## src/rtl/alu_share_arbiter_pkg.sv

```systemverilog
// Shared definitions for the ALU sharing arbiter: ALU control encodings,
// FSM state encoding and the bit positions of the captured flags.
package alu_share_arbiter_pkg;

    localparam logic [5:0] ALU_ADD  = 6'b000000;
    localparam logic [5:0] ALU_SUB  = 6'b000001;
    localparam logic [5:0] ALU_AND  = 6'b000010;
    localparam logic [5:0] ALU_OR   = 6'b000011;
    localparam logic [5:0] ALU_XOR  = 6'b000100;
    localparam logic [5:0] ALU_SLT  = 6'b000101;
    localparam logic [5:0] ALU_SLL  = 6'b000110;
    localparam logic [5:0] ALU_LUI  = 6'b000111;
    localparam logic [5:0] ALU_SRL  = 6'b001000;
    localparam logic [5:0] ALU_SRA  = 6'b001001;
    localparam logic [5:0] ALU_SLTU = 6'b001010;
    localparam logic [5:0] ALU_BNE  = 6'b001011;
    localparam logic [5:0] ALU_BGE  = 6'b001100;
    localparam logic [5:0] ALU_BGEU = 6'b001101;

    // rsp_flags = {carry, overflow, zero, negative}
    localparam int FLAG_C = 3;
    localparam int FLAG_V = 2;
    localparam int FLAG_Z = 1;
    localparam int FLAG_N = 0;

    typedef enum logic [1:0] {
        ST_IDLE = 2'b00,
        ST_EXEC = 2'b01,
        ST_RESP = 2'b10
    } state_t;

endpackage

```

## src/rtl/alu_share_arbiter_rr_arbiter.sv

```systemverilog
// Combinational rotating-priority arbiter: ptr_i names the requester with
// highest priority, priority decreasing with increasing index modulo NREQ.
module rr_arbiter #(
    parameter int NREQ = 2,
    parameter int IDXW = 1
) (
    input  logic [NREQ-1:0] req_i,
    input  logic [IDXW-1:0] ptr_i,
    output logic [NREQ-1:0] gnt_o,
    output logic [IDXW-1:0] idx_o,
    output logic            any_o
);

    int cand;

    always_comb begin
        gnt_o = '0;
        idx_o = '0;
        any_o = 1'b0;
        cand  = 0;
        for (int k = 0; k < NREQ; k++) begin
            cand = int'(ptr_i) + k;
            if (cand >= NREQ) begin
                cand = cand - NREQ;
            end
            if (!any_o && req_i[cand]) begin
                any_o       = 1'b1;
                gnt_o[cand] = 1'b1;
                idx_o       = IDXW'(cand);
            end
        end
    end

endmodule

```

## src/rtl/alu_share_arbiter.sv

```systemverilog
// Shares one combinational ALU between NREQ requesters (IDLE -> EXEC -> RESP).
// Define ALU_ARB_FIXED_PRIO_EN for fixed priority (lowest index wins) instead of round robin.
module alu_share_arbiter
    import alu_share_arbiter_pkg::*;
#(
    parameter int NREQ  = 2,
    parameter int XLEN  = 32,
    parameter int CTRLW = 6
) (
    input  logic                  clk,
    input  logic                  rst,
    input  logic [NREQ-1:0]       req_valid,
    output logic [NREQ-1:0]       req_ready,
    input  logic [NREQ*XLEN-1:0]  req_a,
    input  logic [NREQ*XLEN-1:0]  req_b,
    input  logic [NREQ*CTRLW-1:0] req_ctrl,
    output logic [NREQ-1:0]       rsp_valid,
    input  logic [NREQ-1:0]       rsp_ready,
    output logic [XLEN-1:0]       rsp_result,
    output logic [3:0]            rsp_flags,
    output logic [XLEN-1:0]       alu_a,
    output logic [XLEN-1:0]       alu_b,
    output logic [CTRLW-1:0]      alu_ctrl,
    input  logic [XLEN-1:0]       alu_result,
    input  logic                  alu_carry,
    input  logic                  alu_overflow,
    input  logic                  alu_zero,
    input  logic                  alu_negative
);

    localparam int IDXW = (NREQ > 2) ? 2 : 1;

    state_t            state_q, state_d;
    logic [IDXW-1:0]   gnt_idx_q, gnt_idx_d;
    logic [XLEN-1:0]   a_q, a_d, b_q, b_d;
    logic [CTRLW-1:0]  ctrl_q, ctrl_d;
    logic [XLEN-1:0]   result_q, result_d;
    logic [3:0]        flags_q, flags_d;

    logic [NREQ-1:0]   arb_gnt;
    logic [IDXW-1:0]   arb_idx;
    logic              arb_any;
    logic [IDXW-1:0]   arb_ptr;

`ifdef ALU_ARB_FIXED_PRIO_EN
    assign arb_ptr = '0;
`else
    logic [IDXW-1:0] ptr_q, ptr_d;

    // The winner drops to lowest priority for the next arbitration.
    always_comb begin
        ptr_d = ptr_q;
        if (state_q == ST_IDLE && arb_any) begin
            ptr_d = (arb_idx == IDXW'(NREQ - 1)) ? '0 : arb_idx + 1'b1;
        end
    end

    always_ff @(posedge clk) begin
        if (!rst) begin
            ptr_q <= '0;
        end else begin
            ptr_q <= ptr_d;
        end
    end

    assign arb_ptr = ptr_q;
`endif

    rr_arbiter #(
        .NREQ (NREQ),
        .IDXW (IDXW)
    ) u_arb (
        .req_i (req_valid),
        .ptr_i (arb_ptr),
        .gnt_o (arb_gnt),
        .idx_o (arb_idx),
        .any_o (arb_any)
    );

    always_comb begin
        state_d   = state_q;
        gnt_idx_d = gnt_idx_q;
        a_d       = a_q;
        b_d       = b_q;
        ctrl_d    = ctrl_q;
        result_d  = result_q;
        flags_d   = flags_q;
        unique case (state_q)
            ST_IDLE: begin
                if (arb_any) begin
                    a_d       = req_a[arb_idx*XLEN +: XLEN];
                    b_d       = req_b[arb_idx*XLEN +: XLEN];
                    ctrl_d    = req_ctrl[arb_idx*CTRLW +: CTRLW];
                    gnt_idx_d = arb_idx;
                    state_d   = ST_EXEC;
                end
            end
            ST_EXEC: begin
                result_d         = alu_result;
                flags_d[FLAG_C]  = alu_carry;
                flags_d[FLAG_V]  = alu_overflow;
                flags_d[FLAG_Z]  = alu_zero;
                flags_d[FLAG_N]  = alu_negative;
                state_d          = ST_RESP;
            end
            ST_RESP: begin
                if (rsp_ready[gnt_idx_q]) begin
                    state_d = ST_IDLE;
                end
            end
            default: state_d = ST_IDLE;
        endcase
    end

    always_ff @(posedge clk) begin
        if (!rst) begin
            state_q   <= ST_IDLE;
            gnt_idx_q <= '0;
            a_q       <= '0;
            b_q       <= '0;
            ctrl_q    <= '0;
            result_q  <= '0;
            flags_q   <= '0;
        end else begin
            state_q   <= state_d;
            gnt_idx_q <= gnt_idx_d;
            a_q       <= a_d;
            b_q       <= b_d;
            ctrl_q    <= ctrl_d;
            result_q  <= result_d;
            flags_q   <= flags_d;
        end
    end

    // Handshake outputs are decoded per requester; ready is suppressed while reset is held.
    for (genvar gi = 0; gi < NREQ; gi++) begin : g_hs
        assign req_ready[gi] = rst && (state_q == ST_IDLE) && arb_gnt[gi];
        assign rsp_valid[gi] = (state_q == ST_RESP) && (gnt_idx_q == IDXW'(gi));
    end

    assign alu_a      = a_q;
    assign alu_b      = b_q;
    assign alu_ctrl   = ctrl_q;
    assign rsp_result = result_q;
    assign rsp_flags  = flags_q;

endmodule

```

## config.mk

```make
export PLATFORM = sky130hd
export DESIGN_NAME = alu_share_arbiter
export DESIGN_NICKNAME = d
export VERILOG_FILES = /design/src/rtl/alu_share_arbiter_pkg.sv /design/src/rtl/alu_share_arbiter_rr_arbiter.sv /design/src/rtl/alu_share_arbiter.sv
export SDC_FILE = /design/constraint.sdc
export NUM_CORES = 1
export LEC_CHECK = 0
export BUFFER_PORTS_ARGS = -buffer_cell sky130_fd_sc_hd__buf_4
export CORE_MARGIN = 8
export CORE_UTILIZATION = 30
export CTS_CLUSTER_DIAMETER = 150
export DETAILED_ROUTE_END_ITERATION = 10
export PLACE_DENSITY_LB_ADDON = 0.12
export SETUP_SLACK_MARGIN = 0.1
export SYNTH_ARGS = -nofsm -noshare
export SYNTH_HDL_FRONTEND = slang
export SYNTH_SLANG_ARGS = --single-unit
```

## constraint.sdc

```tcl
create_clock -name clk -period 1.7 [get_ports clk]
set_input_delay 0 -clock clk [delete_from_list [all_inputs] [get_ports clk]]
set_output_delay 0 -clock clk [all_outputs]
set_load 0.05 [all_outputs]
```

==> results.py, run 1 <==
metrics = {
    "clock_tree": {
        "clock_sinks": 110,
        "clockRootBuffer": "clkbuf_16",
        "path_clk_slew_ps": 80,
        "cts_tree": "built",
        "cts_max_level": 3,
        "clk_path_buf_depth": 2,
        "numCtsBuffers": 9,
        "clock_latency_ps": 360,
    },
    "synth": {
        "synthTopCellsByArea": "dfxtp_1 41%, o311a_1 13%, a21boi_0 9.8%",
        "netlist.area_leader.share": 0.4087,
        "synth_seq_cells": 110,
        "yosysWarningCount": 0,
        "netlist_area_mm2": 0.005388,
        "avgSynthCellArea_um2": 9.040,
        "synth.distinct_cells": 29,
        "synthCells": 596,
        "synth_top_cell_by_area": "dfxtp_1",
        "seq_area_frac_synth": 0.4087,
        "synthesis.nets": 778,
    },
    "power": {
        "power.switching_w": 0.003034,
        "power.internal_w": 0.005725,
        "swShare": 0.3464,
        "leakagePower_nw": 4.170,
        "p_clk_frac": 0.305,
        "power_frac_seq": 0.344,
        "power_frac_comb": 0.351,
        "p_per_area_mw_per_mm2": 1011,
        "ir_drop_uv": 562.9,
    },
    "floorplan": {
        "core_mm2": 0.01778,
        "start_util": 0.3030,
        "die_w_um": 150.0,
        "io_pins": 292,
        "num_rows": 49,
        "die_h_um": 150.0,
        "floorplan.die_area_mm2": 0.02250,
    },
    "route": {
        "vias_per_cell": 5.143,
        "route.detailed.drc": 0,
        "dr.pass1.iters": 4,
        "vias": 5796,
        "antenna_left": 0,
        "routed_wl_um": 20710,
        "wire_per_inst_um": 18.38,
        "drt_iter0_drc": 309,
    },
    "critical_path": {
        "cpPeakStageDelay_ps": 360,
        "required_ps": 1940,
        "slowest_stage": "o311a_1",
        "end_kind": "flip-flop",
        "worst_setup_path_start_kind": "flip-flop",
        "reg2reg_from": "state_q[1]$_SDFFE_PN0P_",
        "crit_start": "state_q[1]$_SDFFE_PN0P_",
        "crit_chain": "nor2_1 -> o21ai_4 -> buf_12 -> o311a_1",
        "critPathKind": "flip-flop to flip-flop",
        "critPathMaxFanout": 30,
        "worstPathArrival_ps": 1770,
    },
    "global_route": {
        "overflow": 0,
        "grt_usage": 0.1740,
        "antenna_found_initial": 0,
        "grt_max_degree": 104,
        "grt_pass1_vias": 5815,
        "grt_pass1_wl_um": 31330,
    },
    "final_layout": {
        "final_nets": 1075,
        "final_cell_mix": "299 x buf_4, 108 x dfxtp_1, 74 x nand2_1",
        "nFillCells": 1668,
        "mostFrequentLayoutCell": "buf_4",
        "multiInputGateArea_mm2": 0.002818,
        "antennaDiodeCount": 0,
        "synthToLayoutAreaGrowth_pct": 60.78,
        "final_layout_size_suffix_gt1_frac": 0.3753,
        "regArea_mm2": 0.002205,
    },
    "job": {
        "max_cap_viol_count": 0,
    },
    "timing": {
        "setup_viol": 0,
        "rsz0062_at_grt": "false",
        "hold_viol_final": 0,
        "fin_skew_ps": 8.362,
        "fin_crit_ps": 1525,
        "slew_violations": 0,
        "maxSlewHeadroom": 0.7049,
        "fin_crit_sh": 0.8970,
        "whs_ps": 11.92,
        "setup_tns_ps": 0,
        "worst_slew_pin_slew_ps": 440.9,
        "fmax_mhz": 655.8,
    },
    "placed_design": {
        "hpwl_um": 14400,
        "port_buffers": 291,
        "place.gp.congestion": 0.7582,
    },
    "run_status": {
        "outcome": "finished clean",
    },
    "hold_path": {
        "worstHoldPathType": "primary input to flip-flop",
        "min_from": "req_b[63]",
    },
}
==> critical path, delay by kind of cell (launching register included) <==
| family | cells | cell delay (ps) |
|---|---|---|
| buffers and inverters | 1 | 220 |
| DFF | 1 | 350 |
| and+or+nand+nor | 1 | 270 |
| AOI/OAI and AO/OA | 2 | 570 |
==> flip-flops by register name (all words and copies together) (netlist names) <==
| name | flops |
|---|---|
| rsp_result | 32 |
| alu_a | 32 |
| alu_b | 32 |
| alu_ctrl | 6 |
| state_q | 2 |
| rsp_flags | 4 |
| gnt_idx_q | 1 |
| arb_ptr | 1 |
==> power by group through the flow <==
stage	Combinational (W)	Sequential, W	Clock, W
after detailed placement	0.00293	0.00307	0
after global routing	0.00326	0.00304	0.00286
final	0.00307	0.00301	0.00268
after global placement	0.00290	0.00306	0
after CTS	0.00310	0.00301	0.00276
after floorplan	0.00101	0.00396	0
==> timing repair <==
action / CTS / global route
resized for setup: 5 / 3
gates cloned: 1 / 0
endpoints found under the setup margin: 2 / 4
hold buffers: 48 / 0
hold endpoints to repair: 52 / 0
buffers inserted: 2 / 0
==> synthesized netlist by cell type (all sizes together) <==
library cell	count
mux2i	1
nand3	1
o21bai	70
nand2b	2
nand3b	1
nand2	74
a21oi	39
and3b	1
inv	2
a21boi	70
and3	70
nor3	1
clkbuf	36
nor2	5
buf	37
nor2b	1
dfxtp	110
nor3b	1
or2	1
o21ai	3
o311a	70
==> through the flow <==
step / cells / setup WS (ps) / area (um2) / util / power, W
after floorplan: 596 / 123.9 / 5393 / - / 0.004975
after global placement: 1060 / 186.5 / 7717 / 0.4341 / 0.005956
after detailed placement: 1060 / 158.6 / 7717 / 0.4341 / 0.005999
after CTS: 1127 / 107.9 / 8653 / 0.4867 / 0.008869
after global routing: 1127 / 105.9 / 8662 / 0.4872 / 0.009164
final: 1127 / 175.1 / 8662 / 0.4872 / 0.008759
==> kinds of logic (layout without fill, tap and decap cells) <==
logic type	count (synthesis)	after routing	synth area share
flip-flops	110	110	0.4087
buffers and inverters	75	377	0.07362
AND/OR/NAND/NOR	158	158	0.1510
multiplexers	1	1	0.001858
AO/OA/AOI/OAI	252	252	0.3648
==> cell type report <==
type | count | share of cell area
Timing Repair Buffer | 359 | 0.3428
Multi-Input combinational cell | 411 | 0.3253
Sequential cell | 110 | 0.2545
Tap cell | 229 | 0.03308
Clock buffer | 9 | 0.02600
Clock inverter | 7 | 0.01748
Inverter | 2 | 0.0008667
==> routing by layer <==
metal  up-vias  GRT usage  part of all wire
li1       2807          -                 -
met1      2742     0.2084              0.42
met2       223     0.2946              0.48
met3        24    0.04566             0.079
met4         0    0.06247             0.021
met5         -          0                 0
==> path summary, 6_finish.rpt <==
kind	to	slack (ps)	cells past startpoint
min reg2reg	rsp_result[12]$_SDFFE_PN0N_	460	2
max	alu_ctrl[2]$_SDFFE_PN0P_	180	4
min	alu_b[31]$_SDFFE_PN0P_	10	3
max reg2reg	alu_ctrl[2]$_SDFFE_PN0P_	180	4
Note: power is estimated with default switching activity, not from simulation.
==> run 2: changes to the inputs <==
--- a/config.mk
+++ b/config.mk
@@ -10,6 +10,7 @@
 export CORE_UTILIZATION = 30
 export CTS_CLUSTER_DIAMETER = 150
 export DETAILED_ROUTE_END_ITERATION = 10
+export HOLD_SLACK_MARGIN = 0.06
 export PLACE_DENSITY_LB_ADDON = 0.12
 export SETUP_SLACK_MARGIN = 0.1
 export SYNTH_ARGS = -nofsm -noshare
==> constraint.sdc (replaced) <==
create_clock -name clk -period 1.3 [get_ports clk]
set_input_delay 0 -clock clk [delete_from_list [all_inputs] [get_ports clk]]
set_output_delay 0 -clock clk [all_outputs]
set_load 0.05 [all_outputs]
==> results.py, run 2 (same netlist as run 1, synthesis figures left out) <==
metrics = {
    "floorplan": {
        "core_mm2": 0.01778,
        "start_util": 0.3030,
        "die_w_um": 150.0,
        "die_h_um": 150.0,
        "floorplan.die_area_mm2": 0.02250,
        "num_rows": 49,
        "io_pins": 292,
    },
    "critical_path": {
        "crit_buf_inv": 2,
        "worstPathArrival_ps": 1690,
        "worst_setup_path_start_kind": "flip-flop",
        "r2r_end": "alu_a[19]$_SDFFE_PN0P_",
        "reg2reg_depth": 5,
        "regToRegSetupSlack_ps": -150,
        "required_ps": 1540,
        "slowest_stage": "dfxtp_2",
        "cpPeakStageDelay_ps": 320,
        "critPathKind": "flip-flop to flip-flop",
        "reg2reg_from": "arb_ptr$_SDFFE_PN0P_",
        "critPathMaxFanout": 12,
        "crit_chain": "nand2b_4 -> buf_12 -> buf_16 -> and3_4 -> o311a_1",
        "end_kind": "flip-flop",
        "crit_family": "simple AND/OR/NAND/NOR gates",
    },
    "timing": {
        "fin_crit_ps": 1448,
        "fin_skew_ps": 9.857,
        "hold_viol_final": 0,
        "maxSlewHeadroom": 0.6027,
        "worst_slew_pin_slew_ps": 596.0,
        "whs_ps": 41.76,
        "fmax_mhz": 690.8,
        "slew_violations": 0,
        "setup_viol": 71,
        "rsz0062_at_grt": "true",
        "fin_crit_sh": 1.114,
        "layout_setup_ws_ps": -147.6,
    },
    "route": {
        "routed_wl_um": 24710,
        "vias": 6366,
        "antenna_left": 0,
        "dr.pass1.iters": 4,
        "drt_iter0_drc": 288,
        "vias_per_cell": 5.159,
        "route.detailed.drc": 0,
        "wire_per_inst_um": 20.02,
    },
    "final_layout": {
        "nFillCells": 1513,
        "antennaDiodeCount": 0,
        "fin_cells": 1234,
        "synthToLayoutAreaGrowth_pct": 93.08,
        "stdcell_area_mm2": 0.01040,
        "final_layout_size_suffix_gt1_frac": 0.4667,
        "regArea_mm2": 0.002207,
        "mostFrequentLayoutCell": "buf_4",
        "final_nets": 1182,
        "multiInputGateArea_mm2": 0.003266,
        "final_util": 0.5851,
        "final_cell_mix": "304 x buf_4, 119 x dlygate4sd3_1, 106 x dfxtp_1",
    },
    "clock_tree": {
        "clk_path_buf_depth": 2,
        "clockRootBuffer": "clkbuf_16",
        "path_clk_slew_ps": 80,
        "clock_latency_ps": 360,
        "cts_max_level": 3,
        "clock_sinks": 110,
        "cts_tree": "built",
        "numCtsBuffers": 9,
    },
    "placed_design": {
        "dp_cells": 1072,
        "hpwl_um": 15080,
        "dp_slack_ps": -54.68,
        "place.gp.congestion": 0.7503,
        "port_buffers": 291,
        "post_dp_cell_area_mm2": 0.007988,
    },
    "power": {
        "swShare": 0.3649,
        "power.switching_w": 0.004322,
        "power.internal_w": 0.007524,
        "p_clk_frac": 0.250,
        "ir_drop_uv": 679.3,
        "leakagePower_nw": 4.720,
        "power_frac_seq": 0.333,
        "power_frac_comb": 0.417,
        "p_per_area_mw_per_mm2": 1139,
    },
    "global_route": {
        "overflow": 0,
        "grt_max_degree": 63,
        "grt_pass1_vias": 6655,
        "antenna_found_initial": 1,
        "grt_pass1_wl_um": 35580,
        "grt_usage": 0.1991,
    },
    "hold_path": {
        "holdPathStages": 3,
        "min_from": "req_b[7]",
        "holdPathEnd": "alu_b[7]$_SDFFE_PN0P_",
        "worstHoldPathType": "primary input to flip-flop",
    },
    "job": {
        "max_cap_viol_count": 0,
    },
    "run_status": {
        "violations": "setup timing",
        "outcome": "finished, violations left",
    },
}
## run 2: worst min-delay path, delay by kind of cell
family | cells | cell delay, ps
AOI/OAI and AO/OA | 2 | 300
buffers and inverters | 1 | 70
## run 2: power by group through the flow
stage | combinational, W | clock [W] | sequential (W)
global placement | 0.00393 | 0 | 0.00400
global route | 0.00520 | 0.00321 | 0.00399
floorplan | 0.00143 | 0 | 0.00519
detailed placement | 0.00399 | 0 | 0.00401
CTS | 0.00469 | 0.00306 | 0.00394
finish | 0.00494 | 0.00297 | 0.00394
## run 2: per-layer routing
metal  track usage  share of wire  vias to the layer above
met2        0.3468           0.50                      234
li1              -              -                     3030
met4       0.06897          0.019                        2
met5             0        0.00053                        -
met3       0.05927          0.079                       29
met1        0.2272           0.41                     3071
## run 2: how the worst max path moves through the flow
stage	from	end	depth (start not counted)
4_1_cts	state_q[1]$_SDFFE_PN0P_	req_ready[1]	5
6_report	arb_ptr$_SDFFE_PN0P_	alu_a[19]$_SDFFE_PN0P_	5
5_1_grt	arb_ptr$_SDFFE_PN0P_	alu_a[19]$_SDFFE_PN0P_	5
3_5_place_dp	arb_ptr$_SDFFE_PN0P_	alu_a[18]$_SDFFE_PN0P_	4
2_1_floorplan	state_q[1]$_SDFFE_PN0P_	req_ready[0]	4
3_3_place_gp	arb_ptr$_SDFFE_PN0P_	alu_a[9]$_SDFFE_PN0P_	4
## run 2: area by class of cell
class / instances / share of cell area
Clock inverter: 7 / 0.008179
Sequential cell: 110 / 0.2122
Inverter: 2 / 0.0007217
Tap cell: 229 / 0.02754
Multi-Input combinational cell: 411 / 0.3139
Timing Repair Buffer: 466 / 0.4158
Clock buffer: 9 / 0.02165
## run 2: repair_timing
item                                    4_1_cts  5_1_grt
buffers inserted                              8        2
pin swaps                                    39       40
endpoints found under the setup margin       75      111
cloned                                        8       11
gates resized for setup                      59       77
hold buffers                                113        6
endpoints found under the hold margin       103        5
## run 2: through the flow
step           setup TNS [ps]  power [W]
2_1_floorplan               0   0.006612
3_3_place_gp           -43.78   0.007937
3_5_place_dp           -959.4   0.008002
4_1_cts                 -5814    0.01168
5_1_grt                 -8949    0.01240
6_report                -5318    0.01185
==> run 3: changes to the inputs <==
==> constraint.sdc (replaced) <==
create_clock -name clk -period 1.3 [get_ports clk]
set_input_delay 0 -clock clk [delete_from_list [all_inputs] [get_ports clk]]
set_output_delay 0 -clock clk [all_outputs]
set_load 0.02 [all_outputs]
==> results.py, run 3 (same netlist as run 1, synthesis figures left out) <==
metrics = {
    "route": {
        "wire_per_inst_um": 19.46,
        "wl_met1_um": 9515,
        "vias_per_cell": 5.097,
        "routed.top_layer": "met4",
        "drt_iter0_drc": 251,
        "wl_met3_um": 1584,
        "routed_wl_um": 23680,
        "dr.pass1.iters": 4,
        "vias": 6203,
        "route.detailed.drc": 0,
        "antenna_left": 0,
        "route.met2.wl_um": 11850,
    },
    "critical_path": {
        "crit_family": "simple AND/OR/NAND/NOR gates",
        "cpPeakStageDelay_ps": 320,
        "end_kind": "flip-flop",
        "required_ps": 1550,
        "crit_chain": "nand2b_4 -> buf_12 -> buf_16 -> and3_4 -> o311a_1",
        "critPathMaxFanout": 8,
        "slowest_stage": "dfxtp_2",
        "worstPathArrival_ps": 1620,
        "crit_start": "arb_ptr$_SDFFE_PN0P_",
        "worst_setup_path_start_kind": "flip-flop",
        "crit_buf_inv": 2,
        "reg2reg_from": "arb_ptr$_SDFFE_PN0P_",
        "critPathKind": "flip-flop to flip-flop",
    },
    "clock_tree": {
        "clockRootBuffer": "clkbuf_16",
        "path_clk_slew_ps": 80,
        "numCtsBuffers": 9,
        "clk_path_buf_depth": 2,
        "clock_sinks": 110,
        "cts_max_level": 3,
        "cts_tree": "built",
        "clock_latency_ps": 350,
    },
    "placed_design": {
        "place.gp.congestion": 0.7838,
        "dp_slack_ps": -10.45,
        "post_dp_cell_area_mm2": 0.007849,
        "port_buffers": 291,
        "hpwl_um": 14810,
    },
    "job": {
        "max_cap_viol_count": 0,
    },
    "floorplan": {
        "die_h_um": 150.0,
        "core_mm2": 0.01778,
        "num_rows": 49,
        "start_util": 0.3030,
        "floorplan.die_area_mm2": 0.02250,
        "die_w_um": 150.0,
        "io_pins": 292,
    },
    "final_layout": {
        "mostFrequentLayoutCell": "buf_4",
        "final_nets": 1165,
        "synthToLayoutAreaGrowth_pct": 84.35,
        "stdcell_area_mm2": 0.009932,
        "nFillCells": 1536,
        "final_cell_mix": "299 x buf_4, 113 x dlygate4sd3_1, 107 x dfxtp_1",
        "final_util": 0.5586,
        "antennaDiodeCount": 0,
        "final_layout_size_suffix_gt1_frac": 0.3957,
    },
    "timing": {
        "fin_skew_ps": 12.58,
        "setup_viol": 49,
        "worst_slew_pin_slew_ps": 486.6,
        "hold_viol_final": 0,
        "slew_violations": 0,
        "fmax_mhz": 728.4,
        "whs_ps": 49.07,
        "fin_crit_ps": 1373,
        "fin_crit_sh": 1.056,
        "rsz0062_at_grt": "true",
        "maxSlewHeadroom": 0.6745,
        "layout_setup_ws_ps": -72.88,
    },
    "global_route": {
        "grt_pass1_wl_um": 33770,
        "antenna_found_initial": 0,
        "grt_pass1_vias": 6583,
        "overflow": 0,
        "grt_max_degree": 77,
        "grt_usage": 0.1881,
    },
    "power": {
        "ir_drop_uv": 724.6,
        "finalPower_w": 0.01091,
        "p_per_area_mw_per_mm2": 1099,
        "leakagePower_nw": 4.669,
    },
    "run_status": {
        "outcome": "finished, violations left",
        "violations": "setup timing",
    },
    "hold_path": {
        "min_from": "req_a[13]",
        "worstHoldPathType": "primary input to flip-flop",
    },
}
==> run 3: changes by cell type in the layout (fill, tap and decap cells not counted), moves of 5 or more <==
cell and change:
a21boi_0 +9, a21boi_2 -9, and3_1 +47, and3_4 -47, buf_12 +5, buf_4 -5
dlygate4sd3_1 -6, nand2_1 +8, nand2_2 -8
==> run 3: worst min-delay path, cell delays in order <==
cell and delay [ps]:
buf_4 80, a21boi_1 140, o311a_1 160
==> run 3: per-layer routing <==
layer  GRT usage  up-vias
met2      0.3423      219
met5           0        -
met4     0.07346        0
met1      0.2057     2952
met3     0.04596       42
li1            -     2990
==> run 3: where the power goes <==
group	switching, W	total (W)	internal [W]
clock	0.00132	0.00303	0.00171
sequential	0.000206	0.00394	0.00373
combinational	0.00183	0.00394	0.00211
==> run 3: final timing paths <==
kind                            endpoint  slack (ps)  depth (start not counted)
max                alu_a[3]$_SDFFE_PN0P_         -70                          5
min               alu_a[13]$_SDFFE_PN0P_          50                          3
max reg2reg        alu_a[3]$_SDFFE_PN0P_         -70                          5
min reg2reg  rsp_result[11]$_SDFFE_PN0N_         460                          2
==> run 3: cell type report <==
cell class              count  area [um2]  share of cell area
clock inverters             6       91.34            0.009196
multi-input cells         411        3002              0.3022
repair buffers            449        4110              0.4138
well taps                 229       286.5             0.02885
inverters                   2       7.507           0.0007559
clock buffers              10       229.0             0.02305
flip-flops and latches    110        2206              0.2221
==> run 3: what timing repair did <==
item                                    CTS  global route
hold buffers                            113             0
cloned                                    5            10
endpoints found under the setup margin   75           111
resized for setup                        24            54
setup buffers                             5             2
pin swaps                                21            13
endpoints found under the hold margin   109             0
==> run 3: per-stage QoR <==
step,TNS (ps),cells
after floorplan,0,596
after global placement,0,1067
after detailed placement,-35.15,1067
after CTS,-1611,1206
after global routing,-4667,1217
final,-1223,1217
